### src/rtl/ttl_pkg.sv
// Shared definitions for the TTL output stage: RTO word layout, default
// counter width and the timestamp type.
package ttl_pkg;

  localparam int RTO_TS_MSB    = 127;
  localparam int RTO_TS_LSB    = 64;
  localparam int CNT_W_DEFAULT = 32;

  typedef logic [63:0] ts_t;

endpackage

### src/rtl/ttl_edge_counter.sv
// Saturating rising-edge counter for one TTL pin. It looks at the pin register's
// current and next value, so the count moves on the same edge the pin rises.
module ttl_edge_counter
  import ttl_pkg::*;
#(
  parameter int CNT_W = CNT_W_DEFAULT
) (
  input  logic             clk,
  input  logic             reset,
  input  logic             clr,
  input  logic             pin_q,
  input  logic             pin_d,
  output logic [CNT_W-1:0] cnt
);

  localparam logic [CNT_W-1:0] CNT_ONE = CNT_W'(1);

  // A clear wins over a coincident edge; a full counter sticks at all-ones.
  always_ff @(posedge clk or negedge reset) begin
    if (!reset) begin
      cnt <= '0;
    end else if (clr) begin
      cnt <= '0;
    end else if (pin_d && !pin_q && (cnt != '1)) begin
      cnt <= cnt + CNT_ONE;
    end
  end

endmodule

### src/rtl/ttl_out_stage.sv
// TTL output stage behind the RTO core: registers matched levels, applies
// override and inversion, checks minimum hold time and counts pin edges.
module ttl_out_stage
  import ttl_pkg::*;
#(
  parameter int NUM_CH   = 1,
  parameter int MIN_HOLD = 4,
  parameter int CNT_W    = CNT_W_DEFAULT,
  localparam int SEL_W   = $clog2(NUM_CH) + 1
) (
  input  logic              clk,
  input  logic              reset,
  input  logic              flush,
  input  logic              match_valid,
  input  logic [127:0]      rto_data,
  input  logic [NUM_CH-1:0] override_en,
  input  logic [NUM_CH-1:0] override_val,
  input  logic [NUM_CH-1:0] invert,
  input  logic              cnt_clr,
  input  logic [SEL_W-1:0]  cnt_sel,
  output logic [NUM_CH-1:0] ttl_out,
  output logic [CNT_W-1:0]  cnt_out,
  output ts_t               last_ts,
  output logic              hold_violation,
  output logic [NUM_CH-1:0] viol_ch
);

  localparam int HOLD_W = $clog2(MIN_HOLD + 1);
  localparam logic [HOLD_W-1:0] HOLD_MAX = HOLD_W'(MIN_HOLD);
  localparam logic [HOLD_W-1:0] HOLD_OK  = HOLD_W'(MIN_HOLD - 1);
  localparam logic [HOLD_W-1:0] HOLD_ONE = HOLD_W'(1);

  logic [NUM_CH-1:0]             level;
  logic [NUM_CH-1:0]             level_next;
  logic [NUM_CH-1:0]             changed;
  logic [NUM_CH-1:0]             viol_now;
  logic [NUM_CH-1:0]             pin_next;
  logic [NUM_CH-1:0][HOLD_W-1:0] hold;
  logic [NUM_CH-1:0][CNT_W-1:0]  cnt;
  logic [CNT_W-1:0]              sel_cnt;
  logic                          cnt_clear;
  logic                          unused_data;

  assign unused_data = ^rto_data[63:NUM_CH];
  assign cnt_clear   = flush | cnt_clr;

  // hold[i] counts whole cycles since level[i] last changed; the cycle holding
  // the new match also counts, so a change is legal once hold reaches MIN_HOLD-1.
  always_comb begin
    level_next = match_valid ? rto_data[NUM_CH-1:0] : level;
    changed    = level_next ^ level;
    pin_next   = ((override_en & override_val) | (~override_en & level_next)) ^ invert;
    viol_now   = '0;
    for (int i = 0; i < NUM_CH; i++) begin
      viol_now[i] = changed[i] && (hold[i] < HOLD_OK);
    end
  end

  always_ff @(posedge clk or negedge reset) begin
    if (!reset) begin
      level          <= '0;
      ttl_out        <= '0;
      last_ts        <= '0;
      viol_ch        <= '0;
      hold_violation <= 1'b0;
    end else if (flush) begin
      level          <= '0;
      ttl_out        <= '0;
      last_ts        <= '0;
      viol_ch        <= '0;
      hold_violation <= 1'b0;
    end else begin
      level          <= level_next;
      ttl_out        <= pin_next;
      viol_ch        <= viol_ch | viol_now;
      hold_violation <= hold_violation | (|viol_now);
      if (match_valid) begin
        last_ts <= rto_data[RTO_TS_MSB:RTO_TS_LSB];
      end
    end
  end

  always_ff @(posedge clk or negedge reset) begin
    if (!reset) begin
      hold <= {NUM_CH{HOLD_MAX}};
    end else if (flush) begin
      hold <= {NUM_CH{HOLD_MAX}};
    end else begin
      for (int i = 0; i < NUM_CH; i++) begin
        if (changed[i]) begin
          hold[i] <= '0;
        end else if (hold[i] != HOLD_MAX) begin
          hold[i] <= hold[i] + HOLD_ONE;
        end
      end
    end
  end

  for (genvar g = 0; g < NUM_CH; g++) begin : g_cnt
    ttl_edge_counter #(
      .CNT_W(CNT_W)
    ) u_cnt (
      .clk  (clk),
      .reset(reset),
      .clr  (cnt_clear),
      .pin_q(ttl_out[g]),
      .pin_d(pin_next[g]),
      .cnt  (cnt[g])
    );
  end

  // Out-of-range selects fall through to zero.
  always_comb begin
    sel_cnt = '0;
    for (int i = 0; i < NUM_CH; i++) begin
      if (cnt_sel == SEL_W'(i)) begin
        sel_cnt = cnt[i];
      end
    end
  end

  always_ff @(posedge clk or negedge reset) begin
    if (!reset) begin
      cnt_out <= '0;
    end else if (flush) begin
      cnt_out <= '0;
    end else begin
      cnt_out <= sel_cnt;
    end
  end

endmodule
### config.mk
export PLATFORM = sky130hd
export DESIGN_NAME = ttl_out_stage
export DESIGN_NICKNAME = d
export VERILOG_FILES = /design/src/rtl/ttl_pkg.sv /design/src/rtl/ttl_edge_counter.sv /design/src/rtl/ttl_out_stage.sv
export SDC_FILE = /design/constraint.sdc
export NUM_CORES = 1
export LEC_CHECK = 0
export ABC_AREA = 1
export BUFFER_PORTS_ARGS = -buffer_cell sky130_fd_sc_hd__buf_2
export CAP_MARGIN = 40
export CORE_ASPECT_RATIO = 0.7
export CORE_MARGIN = 3
export CORE_UTILIZATION = 40
export DETAILED_ROUTE_END_ITERATION = 12
export PLACE_DENSITY = 0.67
export SETUP_SLACK_MARGIN = 0.4
export SYNTH_ARGS = -nofsm -noshare
export SYNTH_HDL_FRONTEND = slang
export SYNTH_SLANG_ARGS = --single-unit
### constraint.sdc
create_clock -name clk -period 3.55 [get_ports clk]
set_input_delay 0.1775 -clock clk [delete_from_list [all_inputs] [get_ports clk]]
set_output_delay 0.1775 -clock clk [all_outputs]
set_load 0.02 [all_outputs]
== Word-level counts from Yosys, hierarchy flattened ==
Cells that the tools add are included.

* Add/sub/neg operators: 2
* Order comparisons: 1
* Equal/unequal tests: 2
* Multiplexer cells: 14
* Bitwise operators: 9
* Reduce and logical (&&, ||, !) cells: 7

{| class="wikitable"
|+ Operators with widths
! kind !! count
|-
| $mux 32 || 4
|-
| $mux 64 || 2
|-
| $add 32x1->32 const B || 1
|-
| $ne 32x32->1 const B || 1
|-
| $mux 3 || 3
|-
| $mux 1 || 5
|-
| $or 1x1->1 || 4
|-
| $reduce_bool 2->1 || 2
|-
| $add 3x1->3 const B || 1
|-
| $logic_and 1x1->1 || 3
|-
| $lt 3x2->1 const B || 1
|-
| $ne 3x3->1 const B || 1
|-
| $reduce_bool 3->1 || 1
|-
| $and 1x1->1 || 2
|-
| $xor 1x1->1 || 2
|-
| $logic_not 1->1 || 1
|-
| $not 1->1 || 1
|}

* Register bits after elaboration: 135
* Bits of input ports: 137
* Output and inout port bits: 99
* Logic and storage cells: 43

== Longest topological paths before layout ==
Gate-level depths: netlist of run 1.

* Depth in word-level cells: 8
* Gate-level depth with buffers: 11
* Mapped depth without buffers: 11

== Hierarchy ==
Synthesis of run 1 repeated with hierarchy kept, for this count alone.

* Cell total of the unflattened synthesis: 780
* Area, all modules: 6326.1 µm²

{| class="wikitable"
|+ Modules (own cells, without submodules)
! module !! instances !! cells an instance !! area each (µm²) !! seq. area each (µm²)
|-
| ttl_out_stage || 1 || 436 || 4137.7 || 2578.7
|-
| ttl_edge_counter || 1 || 344 || 2188.3 || 800.8
|}

== Least setup slack after synthesis of run 1 ==
No wires, ideal clock.

* Kind: reg-to-reg
* From: register g_cnt[0].u_cnt.cnt[1]
* To: register g_cnt[0].u_cnt.cnt[3]
* Library setup time: 117 ps
* Arrival: 1422 ps
* Data required time: 3433 ps
* Slack: 2011 ps
* Cell stages (with the launch flop): 12
* Buffers on the path: 1
* Clock period less this slack: 1539 ps
* Path through: dfrtp_1 ha_1 nand2_2 nor2_4 nand2_2 nor2_4 nand2_2 nand3_2 buf_6 nand2_1 nand2_1 nand2_1

* Longest elaborated chain between the ends: 3
* Elaborated cells between the ends (all ways): 6
* Classes of those cells: add/sub (1); eq/ne (1); mux (2); reduce/logical (2)

{| class="wikitable"
|+ RTL lines
! element !! line !! source
|-
| start: declaration || ttl_edge_counter.sv:13 || <nowiki>output logic [CNT_W-1:0] cnt</nowiki>
|-
| start signal: assignment || ttl_edge_counter.sv:25 || <nowiki>cnt <= cnt + CNT_ONE;</nowiki>
|-
| $add 32x1->32 or $ne 32x32->1 (tied branches) || ttl_edge_counter.sv:25, ttl_edge_counter.sv:24 ||
|-
| $mux 32 or $logic_and 1x1->1 (tied branches) || ttl_edge_counter.sv:24 || <nowiki>end else if (pin_d && !pin_q && (cnt != '1)) begin</nowiki>
|-
| $mux 32 or $reduce_bool 2->1 (tied branches) || n/a ||
|}

Several ways; a longest one is shown, not always the timed one. The select of a mux whose other input is x is not followed.
A chain may end at the register's enable or synchronous reset.

== Worst setup path in the final report of run 1 ==
* From: register g_cnt[0].u_cnt.cnt[1]
* To: register g_cnt[0].u_cnt.cnt[7]

Same word-level chain as after synthesis.

==> metrics.txt, run 1 <==
status completed; fin crit period 2.25 ns; CP required 3.89 ns; Final Core Density 55.7%; most frequent cells in the layout nand2_1 (211), nand3_1 (191), buf_2 (171); setup violators final 0; clock skew 0.00878 ns; vias per cell 4.89; Vert. Die Dim 111 um; fraction of layout cells with a size suffix above 1 22.6%; Synth Warn # 0; NumNets Final 1,131; Synth cell types 25; Mapped Cells 779; Crit. Startpoint g_cnt[0].u_cnt.cnt[1]; Power Density 436 nW/um^2; CTS tree done; Area Overhead vs Synth 33.8%; mapped cell area 6240 um^2; Initial DRC Count 489; Num CTS Buffers 17; final setup TNS 0 ns; GRT Util Overall 20.7%; Post-DP Area 7260 um^2; maxcap violations 0; synthesized area per cell 8.01 um^2; Slew Limit Headroom 54.6%; Crit path arrival time 2.59 ns; initial core utilization 41.6%; initial antenna violation count 2; clk sink count 135; commonest non-fill, non-tap cell in the layout nand2_1; period utilization 63.4%; metal3 WL 1080 um; hold path startpoint rto_data[113]; clock tree buffer depth 2; gpl congestion 0.843; Reg2Reg Launch Point g_cnt[0].u_cnt.cnt[1]; largest net degree at the start of global routing 84; top routing layer in use met4; non-filler cells in the finished layout 1,201; DP Cell Count 1,113; total die area 17,200 um^2; Port Buffers 172; antenna-violating nets left 0; total grt overflow 0; H-tree depth 4; Root Buffer Master clkbuf_16; CP Class reg -> reg; first drt pass iteration count 5; static leakage 4.47 nW; Core Box Area 15,000 um^2; Worst-Margin Slew 0.681 ns; RSZ-0062 raised after global routing no; dpl hpwl 11,400 um; sequential-to-total area share from yosys stat 54.1%; register bit total from synthesis 135; cts repair resizes 0; wire length on met2 7700 um; CP startpoint kind flop; first-pass GRT wire length 28,800 um; CTS clk-pin slew, worst paths 0.06 ns; max-slew violations 0; Horiz. Die Dim 155 um; FMAX 444 MHz; WL/cell 14.5 um; wl on met1 8220 um; Hold Path Class in -> reg; worst vdd ir 0.000265 V; Final Hold Viols 0; fin area 8350 um^2; vias in the first global route 5,719; Post-Route WL 17,500 um; row count 37; Syn Nets 919; vias 5,871; I/O pin cnt 236; Crit Path Max Fanout 12; worst skew pair latency 0.41 ns; DRC 0; CP endpoint kind flop
-- through the flow --
stage                     power (mW)  hold WS (ns)  setup slack (ns)
after CTS                       3.68     0.0000364              1.27
after detailed placement        1.99        0.0146              1.28
after global placement          1.98         0.346              1.36
after floorplan                 1.84        -0.118              2.01
after global routing            3.80      0.000754              1.11
final                           3.64       0.00760              1.30
-- per-layer routing --
metal,vias up,GRT usage [%]
li1,2908,-
met1,2721,29.5
met2,205,30.5
met3,37,4.54
met4,0,8.34
met5,-,0
-- final cells by class --
cell class                 count  area, um^2
fill                        1389        6650
sequential                   135        3380
multi-input combinational    540        2440
timing repair buffer         236        1500
clock buffer                  18         429
tap                          195         244
inverter                      61         230
clock inverter                14         116
antenna                        2        5.00
-- registers in the layout, summed over array words and instances (netlist names) --
| signal | flops |
|---|---|
| last_ts | 64 |
| ttl_out | 1 |
| hold | 3 |
| hold_violation | 1 |
| level | 1 |
| viol_ch | 1 |
| g_cnt.u_cnt.cnt | 32 |
| cnt_out | 32 |
-- worst paths after layout --
path                                          endpoint  slack [ns]  cells after the start
worst max-delay path             g_cnt[0].u_cnt.cnt[7]        1.30                     11
worst min-delay path                       last_ts[49]       0.008                      3
worst max register to register   g_cnt[0].u_cnt.cnt[7]        1.30                     11
worst min register to register              last_ts[4]        0.49                      2
max in group asynchronous                      hold[2]        2.42                      4
min in group asynchronous       g_cnt[0].u_cnt.cnt[19]        0.15                      2
-- synthesized netlist by cell type --
cell      count  area share [%]
xnor2_1       1            0.14
nand3b_1      3            0.36
buf_1         7            0.42
o211ai_1      1            0.12
or2_2         2            0.20
nor2_1       88             5.3
xor2_1       14             2.0
nand2_1     211              13
inv_2         1           0.060
nor2_2        1            0.10
inv_1        60             3.6
ha_1          3            0.60
nand3_2       1            0.16
a21oi_1       5            0.40
nand3_1     191              15
buf_4         1            0.12
buf_2         5            0.40
buf_6         1            0.18
clkbuf_1     28             1.7
nor2_4        2            0.36
dfrtp_1     134              54
buf_8         1            0.24
dfstp_2       1            0.42
nand2_2       3            0.30
o21ai_0      14             1.1
-- power breakdown --
part,internal [mW],switching (mW),total (mW)
clock,0.909,0.725,1.63
combinational,0.146,0.249,0.395
sequential,1.59,0.0273,1.62
-- cell families (layout without fill, tap and decap cells) --
family / after synthesis / after routing / share of synthesized area (%)
AO/OA/AOI/OAI: 20 / 20 / 1.64
buffers and inverters: 104 / 329 / 6.72
AND/OR/NAND/NOR: 502 / 502 / 34.8
XOR/XNOR: 15 / 15 / 2.11
other: 0 / 2 / 0
adder cells (fa/ha/maj): 3 / 3 / 0.602
flip-flops: 135 / 135 / 54.2
-- repair_timing --
action,CTS,global route
hold buffers,54,0
hold endpoints to repair,170,0
setup buffers,0,0
-- worst max-delay path: stages, from the launching register on --
cell,delay (ns)
dfrtp_1,0.42
ha_1,0.22
nand2_2,0.11
nor2_4,0.06
nand2_2,0.13
nor2_4,0.06
nand2_2,0.10
nand3_2,0.09
nor2_1,0.50
buf_4,0.32
nand2_1,0.09
nand2_1,0.07
(Power assumes the default switching activity.)
==> run 2, diff against run 1 <==
- ABC_AREA: 1 -> 0
- PLACE_DENSITY: 0.67 -> 0.68
- clock period: 3.55 -> 2.3 ns (I/O delays scaled with it)
==> metrics.txt, run 2 <==
status completed; Synth Warn # 0 (unchanged); FFs w/ async S/R, synth 100% (unchanged); Biggest register last_ts; first-pass GRT wire length 23,600 um (-18%); CP Class reg -> reg; WL/cell 15.4 um (+5.7%); EDFF count, synth 0 (unchanged); R2R depth 5 (-6); DRC 0 (unchanged); Syn Nets 648 (-29%); Hold WS 0.0113 ns (+0.00370 ns); clock skew 0.00595 ns (-0.00283 ns); Final Hold Viols 0 (unchanged); final setup TNS 0 ns (unchanged); FMAX 530 MHz (+19%); Net Switching 1.33 mW (+33%); Slew Limit Headroom 51.1% (-3.6 points); Pint 4.42 mW (+67%); Synth cell types 46 (+84%); mapped cell area 5780 um^2 (-7.4%); vias in the first global route 4,776 (-16%); fin crit period 1.89 ns (-0.363 ns); maxcap violations 0 (unchanged); Mapped Cells 508 (-35%); Gate power share 11.7% (+0.9 points); initial antenna violation count 0 (-2); worst skew pair latency 0.41 ns (about the same); hold path startpoint rto_data[93]; pre-CTS setup slack 0.252 ns (-1.03 ns); diodes inserted 0 (-2); Num CTS Buffers 17 (unchanged); NumNets Final 902 (-20%); total grt overflow 0 (unchanged); Core Box Area 14,000 um^2 (-6.6%); Vert. Die Dim 107 um (-3.6%); CP startpoint kind flop; Clk pwr share 44.7% (about the same); Hold Path Class in -> reg; top cells by area, synth dfrtp_1 (58%), mux2i_1 (12%), nor2_1 (6.3%); static leakage 4.29 nW (-4.0%); register bit total from synthesis 135 (unchanged); dpl hpwl 9420 um (-18%); Fillers 1,169 (-16%); antenna-violating nets left 0 (unchanged); max reg flops 64 (unchanged); register-to-register setup slack 0.41 ns (-0.89 ns); initial core utilization 41.3% (-0.34 points); total die area 16,000 um^2 (-7.0%); Worst-Margin Slew 0.734 ns (+0.0533 ns); CTS tree done; Root Buffer Master clkbuf_16; clk sink count 135 (unchanged); H-tree depth 4 (unchanged); row count 36 (-2.7%); CP endpoint kind flop; fraction of layout cells with a size suffix above 1 32.1% (+9.5 points); largest net degree at the start of global routing 73 (-13%); most frequent cells in the layout buf_2 (170), dfrtp_1 (130), nor2_1 (97); Worst R2R End g_cnt[0].u_cnt.cnt[13]; cell with the most instances after synthesis dfrtp_1; met3 usage 5.24% (+0.70 points); post-synth top area share 58.0% (+4.3 points); ys flop type dfrtp_1; switching part of the total power 23.2% (-4.3 points); max-slew violations 0 (unchanged); period utilization 82.1% (+19 points); final setup margin 0.412 ns (-0.887 ns); Hold Path End last_ts[29]; setup violators final 0 (unchanged); Crit path arrival time 2.17 ns (-0.42 ns); worst vdd ir 0.000428 V (+61%); Post-Route WL 14,800 um (-15%); gpl congestion 0.796 (-5.6%); Initial DRC Count 233 (-52%); share of power burned in registers 43.6% (-0.7 points); CTS clk-pin slew, worst paths 0.05 ns (about the same); vias per cell 4.83 (-1.2%); PnR Total Power 5.75 mW (+58%); Port Buffers 172 (unchanged); first drt pass iteration count 4 (-1); Horiz. Die Dim 150 um (-3.6%); Crit Path Max Fanout 8 (-4); vias 4,646 (-21%); Power Density 696 nW/um^2 (+60%); GRT Util Overall 18.7% (-1.9 points); synthesized area per cell 11.4 um^2 (+42%); GR Util met2 30.1% (-0.44 points); GR peak layer met2; sequential-to-total area share from yosys stat 58.5% (+4.3 points); commonest non-fill, non-tap cell in the layout buf_2; biggest regs last_ts x64, cnt_out x32, g_cnt.u_cnt.cnt x32; clock tree buffer depth 2 (unchanged); CP required 2.58 ns (-1.31 ns); RSZ-0062 raised after global routing yes; Area Overhead vs Synth 42.8%; commonest cells in the synthesized netlist dfrtp_1 (134), nor2_1 (97), mux2i_1 (69); I/O pin cnt 236 (unchanged); area leader, netlist dfrtp_1; GRT met1 Usage 23.8% (-5.7 points); Hold Path Depth 3 (unchanged); Reg2Reg Launch Point g_cnt[0].u_cnt.cnt[26]
## run 2: how the worst max path moves through the flow
stage                                 from                      to  slack (ns)  depth (start not counted)
floorplan            g_cnt[0].u_cnt.cnt[0]  g_cnt[0].u_cnt.cnt[28]        0.57                          7
global placement     g_cnt[0].u_cnt.cnt[0]  g_cnt[0].u_cnt.cnt[28]        0.32                          7
detailed placement   g_cnt[0].u_cnt.cnt[0]  g_cnt[0].u_cnt.cnt[30]        0.25                          7
CTS                                  level  g_cnt[0].u_cnt.cnt[14]        0.38                          7
global route        g_cnt[0].u_cnt.cnt[25]  g_cnt[0].u_cnt.cnt[31]        0.33                          5
finish              g_cnt[0].u_cnt.cnt[26]  g_cnt[0].u_cnt.cnt[13]        0.41                          5
## run 2: worst max-delay path, stage by stage (launching register included)
cell	delay (ns)
dfrtp_1	0.41
nand4_1	0.18
or4_4	0.61
o2111ai_4	0.33
xor2_1	0.18
nor2_1	0.05
## run 2: cell type report
type / count / area, um^2 / share of cell area, %
sequential: 135 / 3380 / 41.0
inverter: 6 / 22.5 / 0.273
clock buffer: 25 / 485 / 5.88
tap: 190 / 238 / 2.88
clock inverter: 4 / 70.1 / 0.849
timing repair buffer: 261 / 1730 / 21.0
multi-input combinational: 341 / 2320 / 28.1
## run 2: metrics by stage
stage	cells	instance area (um^2)	utilization (%)
floorplan	508	5780	-
global placement	852	6850	48.9
detailed placement	853	6880	49.1
CTS	949	8120	58.0
global route	962	8250	58.9
finish	962	8250	58.9
## run 2: logic make-up after synthesis
kind of cell / share of synthesized area (%)
XOR/XNOR: 3.94
multiplexers: 12.2
buffers and inverters: 2.29
AO/OA/AOI/OAI: 2.68
AND/OR/NAND/NOR: 19.8
adder cells (fa/ha/maj): 0.649
flip-flops: 58.5
## run 2: per-layer routing
layer / up-vias / wire (um)
met2: 142 / 7180
met4: 0 / 453
li1: 2228 / -
met3: 34 / 797
met5: - / 0
met1: 2242 / 6350
## run 2: power groups by stage
| stage | sequential [mW] | clock (mW) | combinational, mW |
|---|---|---|---|
| finish | 2.50 | 2.57 | 0.672 |
| global route | 2.51 | 2.73 | 0.731 |
| CTS | 2.50 | 2.63 | 0.654 |
| detailed placement | 2.54 | 0 | 0.561 |
| global placement | 2.54 | 0 | 0.534 |
| floorplan | 2.62 | 0 | 0.225 |
## run 2: what timing repair did
item	in CTS	in global routing
hold endpoints to repair	110	0
endpoints found under the setup margin	17	26
buffers inserted	2	13
gates resized for setup	6	10
pin swaps	3	4
hold buffers	65	0
